===== src/rtl/i2c_pkg.sv =====
// i2c_pkg: state encoding and bus constants shared by the I2C target blocks.
package i2c_pkg;

  typedef enum logic [2:0] {
    ST_IDLE      = 3'd0,
    ST_ADDR      = 3'd1,
    ST_ADDR_ACK  = 3'd2,
    ST_WR_DATA   = 3'd3,
    ST_WR_ACK    = 3'd4,
    ST_RD_DATA   = 3'd5,
    ST_RD_ACK    = 3'd6,
    ST_WAIT_STOP = 3'd7
  } i2c_state_e;

  localparam logic [6:0] GEN_CALL_ADDR = 7'h00;
  localparam logic       RW_READ       = 1'b1;

endpackage


===== src/rtl/i2c_line_filter.sv =====
// i2c_line_filter: 2-FF synchronizer, FILT_LEN-sample glitch filter and
// one-clk rise/fall flags for one open-drain bus line (idles high).
// Pad-to-flag latency is 2 + FILT_LEN clk; the flags coincide with the
// filtered level change.
module i2c_line_filter #(
  parameter int FILT_LEN = 3
) (
  input  logic clk,
  input  logic reset_n,
  input  logic line_i,
  output logic level_o,
  output logic rise_o,
  output logic fall_o
);

  localparam logic [2:0] FILT_TC = 3'(FILT_LEN - 1);

  logic       sync1_q, sync2_q;
  logic       level_q, rise_q, fall_q;
  logic [2:0] cnt_q;

  // Down-counter reloads whenever the synced sample agrees with the filtered level.
  always_ff @(posedge clk or negedge reset_n) begin
    if (!reset_n) begin
      sync1_q <= 1'b1;
      sync2_q <= 1'b1;
      level_q <= 1'b1;
      rise_q  <= 1'b0;
      fall_q  <= 1'b0;
      cnt_q   <= FILT_TC;
    end else begin
      sync1_q <= line_i;
      sync2_q <= sync1_q;
      rise_q  <= 1'b0;
      fall_q  <= 1'b0;
      if (sync2_q == level_q) begin
        cnt_q <= FILT_TC;
      end else if (cnt_q == 3'd0) begin
        level_q <= sync2_q;
        rise_q  <= sync2_q;
        fall_q  <= ~sync2_q;
        cnt_q   <= FILT_TC;
      end else begin
        cnt_q <= cnt_q - 3'd1;
      end
    end
  end

  assign level_o = level_q;
  assign rise_o  = rise_q;
  assign fall_o  = fall_q;

endmodule


===== src/rtl/i2c_slave_resp.sv =====
// i2c_slave_resp: byte-level I2C target. Oversamples SCL/SDA, ACKs address
// ADDR, hands received bytes out on rx_data/rx_valid and fetches read bytes
// via tx_req/tx_data. Drives SDA only as an open-drain pull-low enable.
// Build option: define I2C_GEN_CALL_EN to also ACK the general-call write
// address (byte 8'h00).
//
// state        | meaning
// -------------+--------------------------------------------------------
// ST_IDLE      | bus free or not addressed; wait for START
// ST_ADDR      | shifting address byte; ACK pending after a match
// ST_ADDR_ACK  | driving address ACK
// ST_WR_DATA   | shifting a write byte from the master
// ST_WR_ACK    | driving data ACK
// ST_RD_DATA   | driving a read byte, MSB first
// ST_RD_ACK    | released SDA, sampling master ACK/NACK
// ST_WAIT_STOP | master NACKed; wait for STOP or repeated START
module i2c_slave_resp
  import i2c_pkg::*;
#(
  parameter logic [6:0] ADDR     = 7'h50,
  parameter int         FILT_LEN = 3
) (
  input  logic       clk,
  input  logic       reset_n,
  input  logic       scl_i,
  input  logic       sda_i,
  output logic       sda_oe,
  output logic [7:0] rx_data,
  output logic       rx_valid,
  input  logic [7:0] tx_data,
  output logic       tx_req,
  output logic       busy,
  output logic       rw
);

  logic scl_lvl, scl_rise, scl_fall;
  logic sda_lvl, sda_rise, sda_fall;
  logic start_det, stop_det;

  i2c_line_filter #(.FILT_LEN(FILT_LEN)) u_scl_filt (
    .clk(clk), .reset_n(reset_n), .line_i(scl_i),
    .level_o(scl_lvl), .rise_o(scl_rise), .fall_o(scl_fall)
  );

  i2c_line_filter #(.FILT_LEN(FILT_LEN)) u_sda_filt (
    .clk(clk), .reset_n(reset_n), .line_i(sda_i),
    .level_o(sda_lvl), .rise_o(sda_rise), .fall_o(sda_fall)
  );

  assign start_det = sda_fall & scl_lvl;
  assign stop_det  = sda_rise & scl_lvl;

  i2c_state_e state_q, state_d;
  logic [2:0] bitcnt_q, bitcnt_d;
  logic [7:0] shift_q, shift_d;
  logic [7:0] rx_data_q, rx_data_d;
  logic       sda_oe_q, sda_oe_d;
  logic       rx_valid_q, rx_valid_d;
  logic       tx_req_q, tx_req_d;
  logic       busy_q, busy_d;
  logic       rw_q, rw_d;
  logic       load_q, load_d;
  logic       ack_pend_q, ack_pend_d;
  logic [7:0] byte_in;
  logic       addr_match;

  // Byte as it stands once the current SCL rise is shifted in, and address decode.
  always_comb begin
    byte_in    = {shift_q[6:0], sda_lvl};
    addr_match = (byte_in[7:1] == ADDR);
`ifdef I2C_GEN_CALL_EN
    if (byte_in == {GEN_CALL_ADDR, 1'b0}) addr_match = 1'b1;
`endif
  end

  // Next-state logic; bus conditions override everything, then a pending tx load.
  always_comb begin
    state_d    = state_q;
    bitcnt_d   = bitcnt_q;
    shift_d    = shift_q;
    rx_data_d  = rx_data_q;
    sda_oe_d   = sda_oe_q;
    rx_valid_d = 1'b0;
    tx_req_d   = 1'b0;
    load_d     = 1'b0;
    busy_d     = busy_q;
    rw_d       = rw_q;
    ack_pend_d = ack_pend_q;
    if (start_det) begin
      state_d    = ST_ADDR;
      bitcnt_d   = 3'd0;
      sda_oe_d   = 1'b0;
      ack_pend_d = 1'b0;
    end else if (stop_det) begin
      state_d    = ST_IDLE;
      sda_oe_d   = 1'b0;
      busy_d     = 1'b0;
      ack_pend_d = 1'b0;
    end else if (load_q) begin
      shift_d  = tx_data;
      sda_oe_d = ~tx_data[7];
      bitcnt_d = 3'd0;
    end else begin
      case (state_q)
        ST_ADDR: begin
          if (scl_rise) begin
            shift_d  = byte_in;
            bitcnt_d = bitcnt_q + 3'd1;
            if (bitcnt_q == 3'd7) begin
              rw_d = byte_in[0];
              if (addr_match) begin
                ack_pend_d = 1'b1;
              end else begin
                state_d = ST_IDLE;
                busy_d  = 1'b0;
              end
            end
          end else if (scl_fall && ack_pend_q) begin
            ack_pend_d = 1'b0;
            sda_oe_d   = 1'b1;
            busy_d     = 1'b1;
            state_d    = ST_ADDR_ACK;
          end
        end
        ST_ADDR_ACK: begin
          if (scl_fall) begin
            bitcnt_d = 3'd0;
            if (rw_q == RW_READ) begin
              tx_req_d = 1'b1;
              load_d   = 1'b1;
              state_d  = ST_RD_DATA;
            end else begin
              sda_oe_d = 1'b0;
              state_d  = ST_WR_DATA;
            end
          end
        end
        ST_WR_DATA: begin
          if (scl_rise) begin
            shift_d  = byte_in;
            bitcnt_d = bitcnt_q + 3'd1;
            if (bitcnt_q == 3'd7) begin
              rx_data_d  = byte_in;
              rx_valid_d = 1'b1;
              ack_pend_d = 1'b1;
            end
          end else if (scl_fall && ack_pend_q) begin
            ack_pend_d = 1'b0;
            sda_oe_d   = 1'b1;
            state_d    = ST_WR_ACK;
          end
        end
        ST_WR_ACK: begin
          if (scl_fall) begin
            sda_oe_d = 1'b0;
            state_d  = ST_WR_DATA;
          end
        end
        ST_RD_DATA: begin
          if (scl_fall) begin
            if (bitcnt_q == 3'd7) begin
              sda_oe_d = 1'b0;
              bitcnt_d = 3'd0;
              state_d  = ST_RD_ACK;
            end else begin
              // Rotate rather than shift so the spent MSB stays in the register.
              shift_d  = {shift_q[6:0], shift_q[7]};
              sda_oe_d = ~shift_q[6];
              bitcnt_d = bitcnt_q + 3'd1;
            end
          end
        end
        ST_RD_ACK: begin
          if (scl_rise && sda_lvl) begin
            state_d = ST_WAIT_STOP;
          end else if (scl_fall) begin
            tx_req_d = 1'b1;
            load_d   = 1'b1;
            state_d  = ST_RD_DATA;
          end
        end
        ST_WAIT_STOP: sda_oe_d = 1'b0;
        ST_IDLE:      sda_oe_d = 1'b0;
        default:      state_d  = ST_IDLE;
      endcase
    end
  end

  // State and output registers.
  always_ff @(posedge clk or negedge reset_n) begin
    if (!reset_n) begin
      state_q    <= ST_IDLE;
      bitcnt_q   <= 3'd0;
      shift_q    <= 8'h00;
      rx_data_q  <= 8'h00;
      sda_oe_q   <= 1'b0;
      rx_valid_q <= 1'b0;
      tx_req_q   <= 1'b0;
      busy_q     <= 1'b0;
      rw_q       <= 1'b0;
      load_q     <= 1'b0;
      ack_pend_q <= 1'b0;
    end else begin
      state_q    <= state_d;
      bitcnt_q   <= bitcnt_d;
      shift_q    <= shift_d;
      rx_data_q  <= rx_data_d;
      sda_oe_q   <= sda_oe_d;
      rx_valid_q <= rx_valid_d;
      tx_req_q   <= tx_req_d;
      busy_q     <= busy_d;
      rw_q       <= rw_d;
      load_q     <= load_d;
      ack_pend_q <= ack_pend_d;
    end
  end

  assign sda_oe   = sda_oe_q;
  assign rx_data  = rx_data_q;
  assign rx_valid = rx_valid_q;
  assign tx_req   = tx_req_q;
  assign busy     = busy_q;
  assign rw       = rw_q;

endmodule


===== config.mk =====
export PLATFORM = sky130hd
export DESIGN_NAME = i2c_slave_resp
export DESIGN_NICKNAME = d
export VERILOG_FILES = /design/src/rtl/i2c_pkg.sv /design/src/rtl/i2c_line_filter.sv /design/src/rtl/i2c_slave_resp.sv
export SDC_FILE = /design/constraint.sdc
export NUM_CORES = 1
export LEC_CHECK = 0
export CORE_AREA = 5 5 83 85
export CTS_BUF_LIST = sky130_fd_sc_hd__clkbuf_2 sky130_fd_sc_hd__clkbuf_4 sky130_fd_sc_hd__clkbuf_8
export DETAILED_ROUTE_END_ITERATION = 8
export DIE_AREA = 0 0 88 90
export PLACE_DENSITY = 0.68
export SYNTH_ARGS = -nofsm -noshare
export SYNTH_HDL_FRONTEND = slang
export SYNTH_HIERARCHICAL = 1
export SYNTH_SLANG_ARGS = --single-unit

===== constraint.sdc =====
create_clock -name clk -period 3.1 [get_ports clk]
set_clock_uncertainty 0.05 [all_clocks]
set_input_delay 0.93 -clock clk [delete_from_list [all_inputs] [get_ports clk]]
set_output_delay 0.93 -clock clk [all_outputs]
set_load 0.02 [all_outputs]

# Word level (Yosys, flattened, before mapping)
# Cells that the tools add are included.
# op_classes
addsub	3
multipliers	0
div	0
order_cmp	0
n_eq_ne	40
n_shift	0
muxes	83
n_bitwise	11
reduce_logical	24
# op_table
operator	n
$mux W3	27
$mux W1	46
$mux W8	4
$ne A5 B5 Y1 const B	6
$ne A5 B4 Y1 const B	5
$reduce_and A6 Y1	4
$ne A4 B3 Y1 const B	5
$pmux W3 S6	1
$pmux W8 S2	1
$reduce_bool A8 Y1	2
$eq A3 B3 Y1 const B	5
$ne A3 B3 Y1 const B	4
$ne A4 B4 Y1 const B	3
$reduce_and A12 Y1	1
$reduce_and A5 Y1	2
$logic_not A3 Y1	3
$not A1 Y1	9
$pmux W3 S3	1
$eq A7 B7 Y1 const B	1
$reduce_and A7 Y1	1
$eq A3 B2 Y1 const B	2
$reduce_bool A3 Y1	2
$sub A3 B1 Y3 const B	2
$ne A5 B1 Y1 const B	1
other kinds (16)	23
# word_totals
regBits	44
latch_bits	0
mem_bits_rw	0
romBits	0
in_bits	12
output_inout_bits	13
word_cells	183
mem_count	0

# Logic depth before layout (Yosys ltp)
# Gate-level depths: netlist of run 1.
# depth
word_depth	8
ltp_mapped	8
depth_no_buf	7

# Cells and area by module
# Netlist of run 1, hierarchy kept.
# modules_own_cells
mod	instances	cells_each	area_each_um2	seq_area_each_um2
i2c_slave_resp	1	173	1701.6	700.7
i2c_line_filter	2	23	329.1	205.2

# Worst setup path before layout of run 1
# OpenSTA, ideal clock, no wires.
# synth_timing
path_kind	register to register
from	reg bitcnt_q[0]
to	reg shift_q[0]
setup_time_ns	0.125
t_arrival_ns	1.716
required_time_ns	2.925
setup_slack_ns	1.209
stages_incl_launch_ff	7
n_path_buf	0
period_less_slack_ns	1.891
cell_sequence	dfrtp_1 -> ha_1 -> ha_1 -> nor4bb_1 -> o21ai_1 -> a21oi_2 -> mux2_2
# synth_via
elab_chain_len	3
# synth_rtl
item	line_no	rtl
from (decl)	i2c_slave_resp.sv:54	logic [2:0] bitcnt_q, bitcnt_d;
from (signal assigned)	i2c_slave_resp.sv:205	bitcnt_q <= bitcnt_d;
$eq A3 B3 Y1	i2c_slave_resp.sv:161	if (bitcnt_q == 3'd7) begin
$ne A3 B3 Y1 (no line)	n/a	
$reduce_and A6 Y1 (no line)	n/a	
to (signal assigned)	i2c_slave_resp.sv:206	shift_q <= shift_d;
to (decl)	i2c_slave_resp.sv:55	logic [7:0] shift_q, shift_d;
# No other way between the ends.
# A chain may end at the register's enable or synchronous reset.

# Worst setup path in the final report of run 1
# layout_timing
from	reg rw_q (netlist: rw)
to	out rw
# layout_lines
item	line_no	rtl
from (decl)	i2c_slave_resp.sv:61	logic rw_q, rw_d;
from (signal assigned)	i2c_slave_resp.sv:212	rw_q <= rw_d;
to (decl)	i2c_slave_resp.sv:33	output logic rw
# No word-level cell between the ends.

==> reports/metrics.csv, run 1 <==
stage,metric,value,unit
timing,"Slew Viols, Final",0,
logic_synthesis,Synth area leader,dfrtp_1,
timing,Setup Viol. Count Final,0,
floorplanning,number of cell rows,29,
routing,DR vias/cell,5.30,
min_path,Hold/Removal Path Class,reg -> reg,
routing,top layer reached by signal wires,met4,
clock_tree,Clock Path Buffers,2,
routing,number of remaining DRC errors,0,
routing,Routed WL,4830,um
logic_synthesis,Synth Instances,219,
timing,Fin Hold WS,0.309,ns
clock_tree,CTS Hold Bufs,0,
place,GPL Wtd Cong,0.842,
pwr,Power Density,685,mW/mm^2
routing,1st-iter DRT viols,126,
place,DPL Wire Length,3380,um
worst_setup_path,CP arrival,1.30,ns
pwr,P_int,0.00125,W
grt,first-pass GRT wire length,8110,um
timing,worst-margin pin slew,0.954,ns
routing,WL/cell,15.1,um
logic_synthesis,number of synthesized flops with an enable pin,0,
clock_tree,Clock Latency Late Sink,0.30,ns
logic_synthesis,mapped cell area,0.00236,mm^2
pwr,Clk network pwr share,24.6,%
pwr,Logic pwr share,29.6,%
grt,antenna violations before repair,0,
clock_tree,register clock-pin slew on the reported worst setup and hold paths,0.08,ns
floorplanning,I/O pin count,25,
grt,grt ovf,0,
worst_setup_path,Worst path max stage delay,0.62,ns
logic_synthesis,Synth cell types,62,
timing,achievable frequency,0.439,GHz
worst_setup_path,Worst EP required,2.12,ns
pwr,Sequential Power Share,45.8,%
timing,Tmin final,2.28,ns
finish,Layout area overhead,16.5,%
worst_setup_path,critical-path maximum fanout,4,
routing,drt pass-1 iters,4,
floorplanning,starting density of the core,38.5,%
pwr,NetSw,0.000635,W
clock_tree,total CTS buffers,5,
logic_synthesis,ranking of synthesized cells by area,"dfrtp_1 (38%), dfstp_2 (8.9%), mux2_2 (4.8%)",
logic_synthesis,"Seq/Total Area, Yosys",47.1,%
flow_run,max cap viols,0,
floorplanning,core area,0.00613,mm^2
clock_tree,post-CTS resize count,0,
routing,Met2 Wirelength,2280,um
logic_synthesis,"Net Count, Synth",238,
worst_setup_path,worst path cell trace,clkdlybuf4s50_1,
place,PortBufs,24,
logic_synthesis,area share of the largest cell type after synthesis,38.2,%
routing,number of routed nets with antenna violations,0,
clock_tree,H-tree depth,2,
finish,Final #Nets,260,
logic_synthesis,Seq cells post-synth,44,
timing,Final Hold Fails,0,
clock_tree,CTS tree,built,
worst_setup_path,Slowest cell on crit path,clkdlybuf4s50_1,
finish,layout cells sized above 1,18.6,%
grt,GRT Total Usage,12.8,%
grt,number of global-route vias before repair,1658,
outcome,status,finished clean,
worst_setup_path,CP Class,reg -> out,
timing,fin crit share,73.5,%
timing,Fin Setup TNS,0,ns
routing,met3 WL,183,um
worst_setup_path,CP endpoint kind,output pin,
timing,RSZ-0062 raised after global routing,false,
grt,largest net degree at the start of global routing,45,
floorplanning,die width,88,um
worst_setup_path,worst path bufs/invs,1,
clock_tree,Post-CTS Setup Inserts,0,
finish,ANT cells,0,
logic_synthesis,Synth Area per Inst,10.8,um^2
routing,vias,1691,
finish,fin area,0.00275,mm^2
worst_setup_path,"delay-heaviest family, CP",buffers and inverters,
pwr,Leak,1.17,nW
place,Area after DPL,0.00263,mm^2
logic_synthesis,async set-reset flop share out of synthesis,100,%
logic_synthesis,YS warnings,6,
worst_setup_path,startpoint types,flop,
worst_setup_path,R2R Setup Slk,0.98,ns
logic_synthesis,"Primary FF master, synth",dfrtp_1,
clock_tree,clk sinks,44,
floorplanning,DIE AREA,0.00792,mm^2
timing,worst rel slew slack,36.4,%
pwr,Peak VDD IR,351,uV
clock_tree,root buffer cell,clkbuf_8,
floorplanning,Die H,90,um
routing,M1 wire length,2310,um
pwr,switching fraction of total power,33.7,%
-- cells by family after synthesis --
family	after synthesis	share of synthesized area, %
and+or+nand+nor	73	19.5
AOI/OAI and AO/OA	52	14.7
DFF	44	47.1
buffers and inverters	21	4.88
muxes	20	9.44
adders and majority gates	7	3.71
xor gates and xnor gates	2	0.742
-- worst paths after layout --
| check | from | to | depth (start not counted) |
|---|---|---|---|
| setup / recovery | rw | rw | 1 |
| hold / removal | u_scl_filt/sync1_q | u_scl_filt/sync2_q | 0 |
| setup reg to reg | bitcnt_q[0] | shift_q[0] | 7 |
| hold reg to reg | u_scl_filt/sync1_q | u_scl_filt/sync2_q | 0 |
| max in group asynchronous | reset_n | rx_data[5] | 1 |
| min in group asynchronous | reset_n | sda_oe | 1 |
-- metal layers --
layer / up-vias / global-route usage, %
li1: 828 / -
met1: 825 / 18.3
met2: 33 / 19.2
met3: 5 / 2.83
met4: 0 / 3.96
met5: - / 0
-- through the flow --
step	instances	setup slack, ns	util, %	power (W)
floorplan	219	1.21	-	0.00130
global placement	311	1.05	42.9	0.00141
detailed placement	311	1.01	42.9	0.00143
CTS	319	0.800	44.8	0.00189
global route	319	0.768	44.8	0.00200
finish	319	0.823	44.8	0.00188
-- state kept, by name (all words and copies together) (netlist names), 3 cells and up --
signal	cells
state_q	3
u_sda_filt/cnt_q	3
u_scl_filt/cnt_q	3
bitcnt_q	3
shift_q	8
rx_data	8
-- power groups by stage --
stage                     Sequential [W]  Combinational (W)  Clock, W
after floorplan                 0.000781           0.000515         0
after global placement          0.000861           0.000546         0
after detailed placement        0.000866           0.000560         0
after CTS                       0.000858           0.000562  0.000473
after global routing            0.000885           0.000619  0.000495
final                           0.000864           0.000557  0.000463
-- synth_stat cells, drive strengths merged (3+ instances only) --
cell    instances
nor3b           4
nor3            3
o21ai          12
and3            3
a21oi          19
dfstp           8
mux2i           8
dfrtp          36
buf             6
mux2           12
nand3           4
nand2           8
inv            10
nand4           3
nand3b          3
clkbuf          5
ha              7
nand2b          6
or2b            3
nor2           19
-- cell usage in the layout (no fill, tap or decap), types with 2 or more instances in the layout --
cell type and instances:
a221o_1 2, clkdlybuf4s50_1 23, or2b_1 2, nand2_1 8, or3b_1 2, nor3b_1 4
mux2_4 2, dfstp_2 8, ha_1 7, or3_1 2, o21ai_1 2, a2bb2oi_1 2
clkbuf_8 6, nand3b_1 3, o2bb2ai_1 2, nand2b_2 2, inv_1 9, mux2i_1 8
and2b_4 2, dfrtp_1 36, xnor2_1 2, nor3_1 3, nor2b_1 2, o211ai_1 2
buf_4 2, nand4_1 2, a21oi_1 18, mux2_2 10, nand3_1 4, and3_1 3
nand2b_1 4, o21ai_0 10, nor2_1 18
-- final cells by class --
type | count | area (um^2)
Fill cell | 581 | 3380
Multi-Input combinational cell | 154 | 1130
Sequential cell | 44 | 1110
Timing Repair Buffer | 26 | 250
Tap cell | 77 | 96.3
Clock buffer | 6 | 82.6
Clock inverter | 2 | 38.8
Inverter | 10 | 37.5
No activity file was read; power rests on OpenSTA's default activity.
==> run 2: changes to the inputs <==
Clock period 3.1 ns to 2.36 ns, I/O delays scaled along.
==> reports/metrics.csv, run 2 (same netlist as run 1, synthesis figures left out) <==
stage,metric,value,unit,change
routing,number of remaining DRC errors,0,,unchanged
clock_tree,Clock Latency Late Sink,0.30,ns,about the same
clock_tree,total CTS buffers,5,,unchanged
pwr,Power Density,852,mW/mm^2,+24%
place,Cells after DPL,318,,+2.3%
timing,fin crit share,89.0,%,
worst_setup_path,CP Capture Point,tx_req,,
floorplanning,DIE AREA,0.00792,mm^2,unchanged
finish,fin area,0.00277,mm^2,+0.73%
grt,grt ovf,0,,unchanged
worst_setup_path,CP Class,reg -> out,,
floorplanning,I/O pin count,25,,unchanged
worst_setup_path,R2R Setup Slk,0.39,ns,-0.59 ns
floorplanning,die width,88,um,unchanged
finish,Final #Nets,267,,+2.7%
place,dpl ws,0.416,ns,-0.594 ns
floorplanning,core area,0.00613,mm^2,unchanged
timing,RSZ-0062 raised after global routing,false,,
outcome,status,finished clean,,
grt,number of global-route vias before repair,1685,,+1.6%
timing,post-route worst setup slack,0.260,ns,-0.563 ns
worst_setup_path,"delay-heaviest family, CP",buffers and inverters,,
clock_tree,register clock-pin slew on the reported worst setup and hold paths,0.09,ns,about the same
clock_tree,post-CTS resize count,0,,unchanged
worst_setup_path,Worst EP required,1.60,ns,-0.52 ns
finish,ANT cells,0,,unchanged
finish,fin cells,326,,+2.2%
worst_setup_path,RR Endpoint,state_q[2],,
routing,DR vias/cell,5.24,,-1.1%
worst_setup_path,worst path bufs/invs,1,,unchanged
finish,# fillers,553,,-4.8%
worst_setup_path,CP startpoint,load_q,,
worst_setup_path,startpoint types,flop,,
place,PortBufs,24,,unchanged
routing,vias,1709,,+1.1%
clock_tree,CTS Hold Bufs,0,,unchanged
timing,Final Hold Fails,0,,unchanged
timing,achievable frequency,0.476,GHz,
floorplanning,Die H,90,um,unchanged
routing,number of routed nets with antenna violations,0,,unchanged
pwr,Peak VDD IR,611,uV,+74%
clock_tree,H-tree depth,2,,unchanged
grt,largest net degree at the start of global routing,23,,-49%
timing,Tmin final,2.10,ns,
timing,Fin Setup TNS,0,ns,unchanged
place,DPL Wire Length,3460,um,+2.4%
worst_setup_path,Reg2Reg Depth,7,,unchanged
finish,layout cells sized above 1,20.9,%,+2.3 points
worst_setup_path,WP depth,1,,unchanged
timing,worst-margin pin slew,0.508,ns,-0.446 ns
flow_run,max cap viols,0,,unchanged
worst_setup_path,critical-path maximum fanout,3,,-1
timing,"Slew Viols, Final",0,,unchanged
timing,Setup Viol. Count Final,0,,unchanged
clock_tree,clk sinks,44,,unchanged
routing,Routed WL,4730,um,-2.1%
place,Area after DPL,0.00268,mm^2,+2.0%
grt,first-pass GRT wire length,8190,um,+1.0%
grt,antenna violations before repair,0,,unchanged
worst_setup_path,worst path cell trace,clkdlybuf4s50_1,,
routing,WL/cell,14.5,um,-4.2%
floorplanning,starting density of the core,38.5,%,unchanged
pwr,Leak,1.19,nW,+1.5%
clock_tree,CTS tree,built,,
place,GPL Wtd Cong,0.903,,+7.3%
routing,drt pass-1 iters,4,,unchanged
worst_setup_path,CP arrival,1.34,ns,+0.04 ns
floorplanning,number of cell rows,29,,unchanged
worst_setup_path,reg2reg start,bitcnt_q[0],,
worst_setup_path,Slowest cell on crit path,clkdlybuf4s50_1,,
finish,Layout area overhead,17.4,%,
finish,"commonest non-fill, non-tap cell in the layout",dfrtp_1,,
clock_tree,Clock Path Buffers,2,,unchanged
finish,Layout Utilization,45.2,%,+0.33 points
grt,GRT Total Usage,13.1,%,+0.24 points
min_path,Hold/Removal Path Class,in -> async,,
worst_setup_path,CP endpoint kind,output pin,,
timing,worst rel slew slack,66.1,%,+30 points
clock_tree,Post-CTS Setup Inserts,0,,unchanged
finish,"commonest non-fill, non-tap cells in the layout","dfrtp_1 (36), clkdlybuf4s50_1 (23), nor2_1 (18), a21oi_1 (18)",,
clock_tree,root buffer cell,clkbuf_8,,
routing,1st-iter DRT viols,175,,+39%
worst_setup_path,Worst path max stage delay,0.63,ns,about the same
## run 2: metrics by stage
step	hold slack (ns)	total power [W]
floorplan	0.295	0.00170
global placement	0.297	0.00189
global route	0.316	0.00253
CTS	0.310	0.00238
finish	0.306	0.00236
detailed placement	0.298	0.00190
## run 2: worst min-delay path by stage
stage | from | endpoint | slack [ns] | depth (start not counted)
floorplan | u_scl_filt/sync1_q | u_scl_filt/sync2_q | 0.30 | 0
global placement | u_sda_filt/sync1_q | u_sda_filt/sync2_q | 0.30 | 0
detailed placement | u_scl_filt/sync1_q | u_scl_filt/sync2_q | 0.30 | 0
CTS | reset_n | rx_data[4] | 0.31 | 1
global route | u_sda_filt/sync1_q | u_sda_filt/sync2_q | 0.32 | 0
finish | reset_n | rx_data[4] | 0.31 | 1
## run 2: cell type report
type | instances | area [um^2] | area share [%]
Sequential cell | 44 | 1110 | 40.1
Multi-Input combinational cell | 154 | 1130 | 40.9
Clock buffer | 6 | 76.3 | 2.76
Inverter | 10 | 37.5 | 1.36
Tap cell | 77 | 96.3 | 3.48
Clock inverter | 2 | 12.5 | 0.452
Timing Repair Buffer | 33 | 303 | 10.9
## run 2: report_power, final
group	switching (W)	internal [W]	total, W
Combinational	0.000403	0.000410	0.000813
Clock	0.000248	0.000218	0.000467
Sequential	0.000169	0.000912	0.00108
Total	0.000820	0.00154	0.00236
## run 2: layer usage
metal,share of wire [%],GRT usage (%),vias to the layer above
met5,0,0,-
met4,1.7,5.50,0
met3,6.3,3.93,8
met2,46,18.1,47
met1,46,18.7,815
li1,-,-,839
